--- config.mk ---
export PLATFORM = sky130hd
export DESIGN_NAME = alu_rr_arbiter_flat
export DESIGN_NICKNAME = d
export VERILOG_FILES = /design/src/rtl/alu_rr_arbiter_if.sv /design/src/rtl/alu_rr_arbiter.sv /design/src/flat_wrapper.sv
export SDC_FILE = /design/constraint.sdc
export NUM_CORES = 1
export LEC_CHECK = 0
export ABC_AREA = 1
export BUFFER_PORTS_ARGS = -buffer_cell sky130_fd_sc_hd__buf_2
export CAP_MARGIN = 30
export CORE_ASPECT_RATIO = 0.5
export CORE_MARGIN = 4
export CORE_UTILIZATION = 46
export CTS_CLUSTER_DIAMETER = 200
export CTS_CLUSTER_SIZE = 30
export DETAILED_ROUTE_END_ITERATION = 10
export HOLD_SLACK_MARGIN = 0.03
export PLACE_DENSITY = 0.8
export SYNTH_ARGS = -nofsm -noshare
export SYNTH_HDL_FRONTEND = slang
export SYNTH_SLANG_ARGS = --single-unit
--- constraint.sdc ---
create_clock -name clk -period 2.7 [get_ports clk]
set_clock_uncertainty 0.05 [all_clocks]
set_input_delay 0.54 -clock clk [delete_from_list [all_inputs] [get_ports clk]]
set_output_delay 0.54 -clock clk [all_outputs]
set_load 0.01 [all_outputs]
--- src/rtl/alu_rr_arbiter_if.sv ---
// Requester-side bus of the ALU arbiter: packed per-requester request
// channel plus the shared response channel.
interface alu_rr_arbiter_if #(
    parameter int N_REQ  = 4,
    parameter int DATA_W = 8,
    parameter int OP_W   = 3,
    parameter int RES_W  = 16
);
    logic [N_REQ-1:0]        req_valid;
    logic [N_REQ-1:0]        req_ready;
    logic [N_REQ*DATA_W-1:0] req_a;
    logic [N_REQ*DATA_W-1:0] req_b;
    logic [N_REQ*OP_W-1:0]   req_op;
    logic [N_REQ-1:0]        resp_valid;
    logic [N_REQ-1:0]        resp_ready;
    logic [RES_W-1:0]        resp_result;
    logic                    resp_error;

    // Requesters / stimulus driver
    modport master (
        output req_valid, req_a, req_b, req_op, resp_ready,
        input  req_ready, resp_valid, resp_result, resp_error
    );

    // Arbiter
    modport slave (
        input  req_valid, req_a, req_b, req_op, resp_ready,
        output req_ready, resp_valid, resp_result, resp_error
    );
endinterface

--- src/rtl/alu_rr_arbiter.sv ---
// Round-robin arbiter sharing one multi-cycle ALU among N_REQ requesters.
// One operation in flight: accept -> start pulse -> wait done (with
// watchdog) -> return result to the granted requester.
module alu_rr_arbiter #(
    parameter int N_REQ   = 4,
    parameter int DATA_W  = 8,
    parameter int OP_W    = 3,
    parameter int RES_W   = 16,
    parameter int TIMEOUT = 64
) (
    input  logic                     clk,
    input  logic                     rst,
    alu_rr_arbiter_if.slave          bus,
    output logic                     alu_start,
    output logic [DATA_W-1:0]        alu_a,
    output logic [DATA_W-1:0]        alu_b,
    output logic [OP_W-1:0]          alu_op,
    input  logic                     alu_done,
    input  logic [RES_W-1:0]         alu_result,
    output logic                     busy,
    output logic [$clog2(N_REQ)-1:0] grant_id
);
    localparam int GW    = $clog2(N_REQ);
    localparam int CNT_W = $clog2(TIMEOUT);
    localparam logic [CNT_W-1:0] CNT_LAST  = CNT_W'(TIMEOUT - 1);
    localparam logic [GW-1:0]    LAST_INIT = GW'(N_REQ - 1);

    typedef enum logic [1:0] {IDLE, ISSUE, WAIT, RESP} state_t;

    state_t            state;
    logic [GW-1:0]     last;
    logic [CNT_W-1:0]  cnt;

    logic              found;
    logic [GW-1:0]     pick;
    logic [GW-1:0]     idx;
    logic [DATA_W-1:0] pick_a;
    logic [DATA_W-1:0] pick_b;
    logic [OP_W-1:0]   pick_op;
    logic              req_hs;

    // Round-robin search starting just after the last served requester
    always_comb begin
        found = 1'b0;
        pick  = '0;
        idx   = '0;
        for (int unsigned i = 0; i < N_REQ; i++) begin
            idx = GW'((32'(last) + 32'(i) + 32'd1) % 32'(N_REQ));
            if (!found && bus.req_valid[idx]) begin
                found = 1'b1;
                pick  = idx;
            end
        end
    end

    // Operand mux for the selected requester's slice
    always_comb begin
        pick_a  = '0;
        pick_b  = '0;
        pick_op = '0;
        for (int unsigned i = 0; i < N_REQ; i++) begin
            if (GW'(i) == pick) begin
                pick_a  = bus.req_a[i*DATA_W +: DATA_W];
                pick_b  = bus.req_b[i*DATA_W +: DATA_W];
                pick_op = bus.req_op[i*OP_W +: OP_W];
            end
        end
    end

    // Accept is combinational so the grant and handshake share one IDLE cycle
    always_comb begin
        bus.req_ready = '0;
        if (state == IDLE && found && !rst) begin
            bus.req_ready[pick] = 1'b1;
        end
    end

    assign req_hs = |(bus.req_valid & bus.req_ready);

    // Arbitration FSM with registered ALU and response outputs
    always_ff @(posedge clk) begin
        if (rst) begin
            state           <= IDLE;
            last            <= LAST_INIT;
            cnt             <= '0;
            alu_start       <= 1'b0;
            alu_a           <= '0;
            alu_b           <= '0;
            alu_op          <= '0;
            busy            <= 1'b0;
            grant_id        <= '0;
            bus.resp_valid  <= '0;
            bus.resp_result <= '0;
            bus.resp_error  <= 1'b0;
        end else begin
            case (state)
                IDLE: begin
                    if (req_hs) begin
                        alu_a     <= pick_a;
                        alu_b     <= pick_b;
                        alu_op    <= pick_op;
                        grant_id  <= pick;
                        alu_start <= 1'b1;
                        busy      <= 1'b1;
                        state     <= ISSUE;
                    end
                end
                ISSUE: begin
                    alu_start <= 1'b0;
                    cnt       <= '0;
                    state     <= WAIT;
                end
                WAIT: begin
                    cnt <= cnt + 1'b1;
                    // done takes priority over a watchdog expiring in the same cycle
                    if (alu_done) begin
                        bus.resp_result          <= alu_result;
                        bus.resp_error           <= 1'b0;
                        bus.resp_valid           <= '0;
                        bus.resp_valid[grant_id] <= 1'b1;
                        state                    <= RESP;
                    end else if (cnt == CNT_LAST) begin
                        bus.resp_result          <= '0;
                        bus.resp_error           <= 1'b1;
                        bus.resp_valid           <= '0;
                        bus.resp_valid[grant_id] <= 1'b1;
                        state                    <= RESP;
                    end
                end
                RESP: begin
                    if (bus.resp_ready[grant_id]) begin
                        bus.resp_valid <= '0;
                        last           <= grant_id;
                        busy           <= 1'b0;
                        state          <= IDLE;
                    end
                end
                default: state <= IDLE;
            endcase
        end
    end
endmodule

--- src/flat_wrapper.sv ---
// flat-port wrapper written by rule: the top's interface ports become plain ports
module alu_rr_arbiter_flat 
#(
    parameter int N_REQ   = 4,
    parameter int DATA_W  = 8,
    parameter int OP_W    = 3,
    parameter int RES_W   = 16,
    parameter int TIMEOUT = 64
)
  (clk, rst, alu_start, alu_a, alu_b, alu_op, alu_done, alu_result, busy, grant_id, bus_req_valid, bus_req_a, bus_req_b, bus_req_op, bus_resp_ready, bus_req_ready, bus_resp_valid, bus_resp_result, bus_resp_error);
  alu_rr_arbiter_if #(.N_REQ(N_REQ), .DATA_W(DATA_W), .OP_W(OP_W), .RES_W(RES_W)) bus_i ();
  input  logic clk;
  input  logic rst;
  output logic alu_start;
  output logic [DATA_W-1:0] alu_a;
  output logic [DATA_W-1:0] alu_b;
  output logic [OP_W-1:0] alu_op;
  input  logic alu_done;
  input  logic [RES_W-1:0] alu_result;
  output logic busy;
  output logic [$clog2(N_REQ)-1:0] grant_id;
  input wire logic [$bits(bus_i.req_valid)-1:0] bus_req_valid;
  input wire logic [$bits(bus_i.req_a)-1:0] bus_req_a;
  input wire logic [$bits(bus_i.req_b)-1:0] bus_req_b;
  input wire logic [$bits(bus_i.req_op)-1:0] bus_req_op;
  input wire logic [$bits(bus_i.resp_ready)-1:0] bus_resp_ready;
  output wire logic [$bits(bus_i.req_ready)-1:0] bus_req_ready;
  output wire logic [$bits(bus_i.resp_valid)-1:0] bus_resp_valid;
  output wire logic [$bits(bus_i.resp_result)-1:0] bus_resp_result;
  output wire logic [$bits(bus_i.resp_error)-1:0] bus_resp_error;
  assign bus_i.req_valid = bus_req_valid;
  assign bus_i.req_a = bus_req_a;
  assign bus_i.req_b = bus_req_b;
  assign bus_i.req_op = bus_req_op;
  assign bus_i.resp_ready = bus_resp_ready;
  assign bus_req_ready = bus_i.req_ready;
  assign bus_resp_valid = bus_i.resp_valid;
  assign bus_resp_result = bus_i.resp_result;
  assign bus_resp_error = bus_i.resp_error;
  alu_rr_arbiter #(.N_REQ(N_REQ), .DATA_W(DATA_W), .OP_W(OP_W), .RES_W(RES_W), .TIMEOUT(TIMEOUT)) u_core (.clk(clk), .rst(rst), .bus(bus_i), .alu_start(alu_start), .alu_a(alu_a), .alu_b(alu_b), .alu_op(alu_op), .alu_done(alu_done), .alu_result(alu_result), .busy(busy), .grant_id(grant_id));
endmodule
==> results.cfg, run 1 <==
[floorplan]
ioPinCount = 151
fp.dieArea_um2 = 8068
start_util = 0.4890
vertical_extent_of_the_die_um = 65.55
placeable_core_region_um2 = 6231
floorplan.rows = 20
floorplan.die.width_um = 123.1

[finish]
stdcell_count = 710
final_layout_size_suffix_gt1_frac = 0.3071
nets = 729
layout-area-overhead-vs-synth_pct = 31.66
insertedDiodeCount = 0
final_core_util = 0.6438

[yosys]
syn_std_cell_area_um2 = 3047
synth-edff-count = 0
post_synth_most_frequent_cells = nand2_1, nor2_1, dfxtp_1
synth.ff_latch_count = 54
synthArstFlopShare = 0
primary_flip_flop_cell_chosen_by_synthesis_mapping = dfxtp_1
yosys.area.top_type_share = 0.3548
synth.yosys.warnings = 0
synth_area_per_cell_um2 = 6.401
synthDominantAreaCellType = dfxtp_1
syn_nets = 584
synth.top_cells.by_area = dfxtp_1, nand2_1, nor2_1, nand3_1, a21oi_1
synthCells = 476
yosys.cell_types.count = 32
synth-seq-area-share = 0.3548
synthMostInstantiatedCell = nand2_1

[setup_path]
minimum_setup_slack_among_reg_to_reg_paths_ns = 0.46
start_kind = flip-flop
cp.required_ns = 2.11
worst-endpoint-arrival_ns = 1.96
timing.critical_path.to_type = primary output
ff2ff_path_depth = 15
worst_r2r_endpoint = u_core.alu_b[3]
critical_path_peak_fanout = 17
worstReg2RegStart = u_core.last[0]
crit_type = flip-flop to primary output

[placement]
buffer_ports.inserted = 150
place_congestion = 0.8711
place.detailed.instances = 701
detailedPlacementHpwl_um = 6692
dpl_worst_slack_ns = 0.1943

[timing]
finalCriticalPeriod_ns = 2.551
final_critical_path_setup_slack_ns = 0.1495
report.final.setup_viol = 0
rsz0062_at_grt = false
max_slew.worst_pin.slew_ns = 0.5130
max-slew-margin-rel = 0.6548
finalSetupTns_ns = 0
holdWs_ns = 0.4100
post-route-period-util = 0.9446
report.final.slew_viol_count = 0
hold_violations = 0
highest_clock_frequency_the_design_can_meet_mhz = 392.1

[pwr]
vdd.ir_drop.worst_mv = 0.3503
powerDensity_nw_per_um2 = 820.1
leakagePower_nw = 2.101

[clock_network]
cts_sinks = 54
path_clk_slew_ns = 0.07
cts.htree.levels = 2
cts_tree = yes
cts-root-buf = clkbuf_16
clkLatencyLatePin_ns = 0.29
clk_buf_depth = 2
numCtsBuffers = 5

[drt]
route.vias.total = 3391
wirelength_um = 8758
drt_first_pass_iters = 4
drcViolationCount = 0
antenna_violating_nets_post_route = 0
avgViaCountPerCell = 4.776
wire_per_inst_um = 12.34
detail_route.iter0.violations = 191

[status]
status = finished clean

[global_routing]
grt_start_max_net_pins = 34
overflow = 0
global_route_wire_length_before_repair_um = 13970
grt_use_total = 0.2161
first_global_vias = 3128
antenna_found_initial = 0

[hold_path]
whs_path_depth = 2
holdCritStartpoint = u_core.bus.resp_error
hp-class = flip-flop to flip-flop
hold_end = u_core.bus.resp_error

[run]
cap_viol_max_count = 0
## worst max-delay path, cell delays in order (launching register included)
cell and delay [ns]:
dfxtp_4 0.41, inv_4 0.07, nand2_1 0.08, nand2_1 0.06, nand2_1 0.07, nand2_1 0.09, nor2_4 0.13, nand4_1 0.14
nand2_4 0.19, inv_4 0.12, nor3_1 0.14, buf_2 0.16
## registers in the layout, summed over array words and instances (netlist names)
| signal | flops |
|---|---|
| u_core.state | 2 |
| u_core.last | 2 |
| u_core.alu_b | 8 |
| u_core.busy | 1 |
| u_core.bus.resp_error | 1 |
| u_core.alu_start | 1 |
| u_core.cnt | 6 |
| u_core.alu_a | 8 |
| u_core.bus.resp_result | 16 |
| u_core.alu_op | 3 |
| u_core.bus.resp_valid | 4 |
| u_core.grant_id | 2 |
## cell usage in the layout, fill, tap and decap left out, types with 2 or more instances in the layout
cell type | synthesis | final
o211ai_1 | 2 | 2
nand4_1 | 6 | 6
nor2_1 | 55 | 53
clkbuf_16 | 0 | 5
nor3_1 | 7 | 7
inv_1 | 38 | 38
inv_4 | 2 | 2
dfxtp_4 | 0 | 2
nand2_4 | 3 | 3
buf_2 | 5 | 150
nor2_4 | 2 | 2
inv_2 | 2 | 2
o21ai_1 | 11 | 11
a21oi_1 | 32 | 32
or2_0 | 3 | 3
ha_1 | 5 | 5
nand2_1 | 160 | 159
nor4_1 | 3 | 3
nand3_1 | 33 | 33
buf_4 | 3 | 9
nand2_2 | 5 | 6
or2_2 | 2 | 2
nor2_2 | 0 | 2
o21ai_0 | 22 | 22
dfxtp_1 | 54 | 52
## area by class of cell
cell class / count / area, µm²
Fill cell: 585 / 2220
Multi-Input combinational cell: 358 / 1673
Sequential cell: 54 / 1089
Timing Repair Buffer: 159 / 818.3
Inverter: 43 / 166.4
Clock buffer: 6 / 138.9
Tap cell: 88 / 110.1
Clock inverter: 2 / 16.27
## stage by stage
step                      cell area [µm²]  total power (W)
after floorplan                      3047         0.002200
after global placement               3834         0.002596
after detailed placement             3834         0.002625
after CTS                            3991         0.003304
after global routing                 4011         0.003596
final                                4011         0.003290
## metal layers
metal,part of all wire,global-route usage,up-vias
met4,0.012,0.04552,0
met2,0.44,0.3705,121
met3,0.10,0.07481,9
li1,-,-,1807
met1,0.44,0.2646,1454
met5,0,0,-
## worst max-delay path by stage
stage          slack, ns        startpoint  depth (start not counted)               end
5_1_grt            0.006    u_core.last[0]                         12  bus_req_ready[0]
3_3_place_gp        0.24  bus_req_valid[0]                         11  bus_req_ready[3]
6_report            0.15    u_core.last[0]                         11  bus_req_ready[3]
4_1_cts             0.02    u_core.last[0]                         11  bus_req_ready[3]
2_1_floorplan       0.44  bus_req_valid[3]                         10  bus_req_ready[3]
3_5_place_dp        0.19  bus_req_valid[0]                         11  bus_req_ready[3]
## logic make-up after synthesis
group	count (synthesis)	share of synthesized area
simple gates	282	0.4037
compound gates	71	0.1224
buf+inv	64	0.09856
flops	54	0.3548
fa+ha+maj	5	0.02053
## power by group
group	switching [W]	total, W	internal, W
Sequential	0.000107	0.00107	0.000964
Clock	0.000297	0.000670	0.000373
Combinational	0.000975	0.00155	0.000574
Total	0.00138	0.00329	0.00191
## what timing repair did
action,4_1_cts,5_1_grt
hold buffers,0,0
hold endpoints to repair,0,0
buffers inserted,0,1
resized for setup,2,5
pin swaps,0,1
endpoints found under the setup margin,3,4
(Power assumes the default switching activity.)
==> run 2, diff against run 1 <==
--- a/config.mk
+++ b/config.mk
@@ -7,12 +7,12 @@
 export LEC_CHECK = 0
 export ABC_AREA = 1
 export BUFFER_PORTS_ARGS = -buffer_cell sky130_fd_sc_hd__buf_2
-export CAP_MARGIN = 30
+export CAP_MARGIN = 20
 export CORE_ASPECT_RATIO = 0.5
 export CORE_MARGIN = 4
 export CORE_UTILIZATION = 46
 export CTS_CLUSTER_DIAMETER = 200
-export CTS_CLUSTER_SIZE = 30
+export CTS_CLUSTER_SIZE = 25
 export DETAILED_ROUTE_END_ITERATION = 10
 export HOLD_SLACK_MARGIN = 0.03
 export PLACE_DENSITY = 0.8
==> constraint.sdc (replaced) <==
create_clock -name clk -period 2.6 [get_ports clk]
set_clock_uncertainty 0.05 [all_clocks]
set_input_delay 0.52 -clock clk [delete_from_list [all_inputs] [get_ports clk]]
set_output_delay 0.52 -clock clk [all_outputs]
set_load 0.01 [all_outputs]
==> results.cfg, run 2 (synthesis results as in run 1) <==
[floorplan]
start_util = 0.4890
floorplan.die.width_um = 123.1
fp.dieArea_um2 = 8068
floorplan.rows = 20
vertical_extent_of_the_die_um = 65.55
ioPinCount = 151
placeable_core_region_um2 = 6231

[setup_path]
minimum_setup_slack_among_reg_to_reg_paths_ns = 0.45
critical_path_peak_fanout = 17
critical_path_buf_inv_count = 3
critical-path-top-delay-family = simple AND/OR/NAND/NOR gates
worstReg2RegStart = u_core.last[0]
cp.required_ns = 2.03
critical-path-slowest-cell = dfxtp_4
start_kind = flip-flop
path_common_cell = nand2_1
ff2ff_path_depth = 15
worst-endpoint-arrival_ns = 1.92
path_cells = inv_4 > nand2_1 > nand2_1 > nand2_1 > nand2_1 > nor2_4 > nand4_1 > nand2_4 > inv_4 > nor3_2 > buf_2
timing.critical_path.to_type = primary output
worst_r2r_endpoint = u_core.alu_b[3]
crit_type = flip-flop to primary output
crit_path_max_incr_delay_ns = 0.41

[global_routing]
grt_use_total = 0.2176
overflow = 0
grt_start_max_net_pins = 34
first_global_vias = 3173
antenna_found_initial = 1
global_route_wire_length_before_repair_um = 14150

[finish]
final_cell_mix = nand2_1, buf_2, nor2_1, dfxtp_1, inv_1
layout-area-overhead-vs-synth_pct = 32.85
flip_flop_count_of_the_largest_register_all_copies_and_words_added = 16
nets = 733
largest_register = u_core.bus.resp_result
layout_commonest_cell = nand2_1
stdcell_count = 714
largest_registers = u_core.bus.resp_result x16, u_core.alu_a x8, u_core.alu_b x8
insertedDiodeCount = 0
final_layout_size_suffix_gt1_frac = 0.3147

[clock_network]
ctsHoldBuffers = 0
clk_buf_depth = 2
cts_sinks = 54
path_clk_slew_ns = 0.07
cts_tree = yes
cts.htree.levels = 2
clkLatencyLatePin_ns = 0.29
numCtsBuffers = 5
cts-root-buf = clkbuf_16

[pwr]
leakagePower_nw = 2.124
powerDensity_nw_per_um2 = 855.6
vdd.ir_drop.worst_mv = 0.4201

[placement]
place_congestion = 0.8494
buffer_ports.inserted = 150
place.detailed.instances = 702
detailedPlacementHpwl_um = 6696

[timing]
highest_clock_frequency_the_design_can_meet_mhz = 400.9
max-slew-margin-rel = 0.6882
hold_violations = 0
finalCriticalPeriod_ns = 2.494
finalSetupTns_ns = 0
rsz0062_at_grt = true
max_slew.worst_pin.slew_ns = 0.4635
report.final.slew_viol_count = 0
report.final.setup_viol = 0
post-route-period-util = 0.9593

[drt]
route.vias.total = 3428
drt_first_pass_iters = 4
drcViolationCount = 0
avgViaCountPerCell = 4.801
wire_per_inst_um = 12.19
detail_route.iter0.violations = 240
antenna_violating_nets_post_route = 0
wirelength_um = 8705

[hold_path]
hp-class = flip-flop to flip-flop
hold_end = u_core.bus.resp_result[12]
whs_path_depth = 2
holdCritStartpoint = u_core.bus.resp_result[12]

[status]
status = finished clean

[run]
cap_viol_max_count = 0
-- run 2: changes by cell type in the layout (fill, tap and decap cells not counted), sizes merged --
| cell | change |
|---|---|
| clkinv | +2 |
| buf | +4 |
| inv | -1 |
| clkinvlp | -1 |
-- run 2: how the worst max path moves through the flow --
stage                       endpoint  cells after the start  slack (ns)             start
floorplan           bus_req_ready[3]                     10        0.38  bus_req_valid[3]
global placement    bus_req_ready[3]                     11        0.21  bus_req_valid[0]
detailed placement  bus_req_ready[3]                     10        0.12  bus_req_valid[0]
CTS                 bus_req_ready[3]                     11        0.04    u_core.last[0]
global route        bus_req_ready[0]                     13       -0.04    u_core.last[0]
finish              bus_req_ready[3]                     11        0.11    u_core.last[0]
-- run 2: through the flow --
step	total power (W)	utilization	hold slack (ns)	area (µm²)	setup WS, ns
after floorplan	0.002285	-	0.4083	3047	0.3781
final	0.003463	0.6496	0.4098	4048	0.1057
after CTS	0.003438	0.6428	0.4104	4005	0.03518
after global placement	0.002708	0.6165	0.3966	3841	0.2086
after global routing	0.003775	0.6496	0.4253	4048	-0.03909
after detailed placement	0.002741	0.6165	0.3991	3841	0.1243
-- run 2: power breakdown --
| group | switching [W] | total (W) | internal, W |
|---|---|---|---|
| logic | 0.00103 | 0.00166 | 0.000628 |
| clock network | 0.000309 | 0.000696 | 0.000387 |
| registers | 0.000109 | 0.00111 | 0.00100 |
| total | 0.00145 | 0.00346 | 0.00202 |
-- run 2: metal layers --
| layer | GRT usage | wire (µm) | share of wire | vias up |
|---|---|---|---|---|
| met3 | 0.07739 | 839 | 0.096 | 10 |
| met5 | 0 | 12 | 0.0014 | - |
| met1 | 0.2613 | 3772 | 0.43 | 1488 |
| li1 | - | - | - | 1819 |
| met4 | 0.04414 | 90 | 0.010 | 2 |
| met2 | 0.3787 | 3989 | 0.46 | 109 |
-- run 2: area by class of cell --
cell class	count	area, µm²
Multi-Input combinational cell	358	1680
Tap cell	88	110.1
Clock buffer	6	138.9
Inverter	43	166.4
Timing Repair Buffer	163	848.3
Fill cell	612	2183
Sequential cell	54	1086
Clock inverter	2	17.52
-- run 2: timing repair --
item,4_1_cts,5_1_grt
pin swaps,0,2
endpoints found under the hold margin,0,0
cloned,0,0
gates resized for setup,4,4
setup endpoints to repair,4,3
buffers inserted,0,4
-- run 2: worst min-delay path, cell delays in order (launching register included) --
cell and delay [ns]:
dfxtp_1 0.31, nand2_1 0.06, a21oi_1 0.05
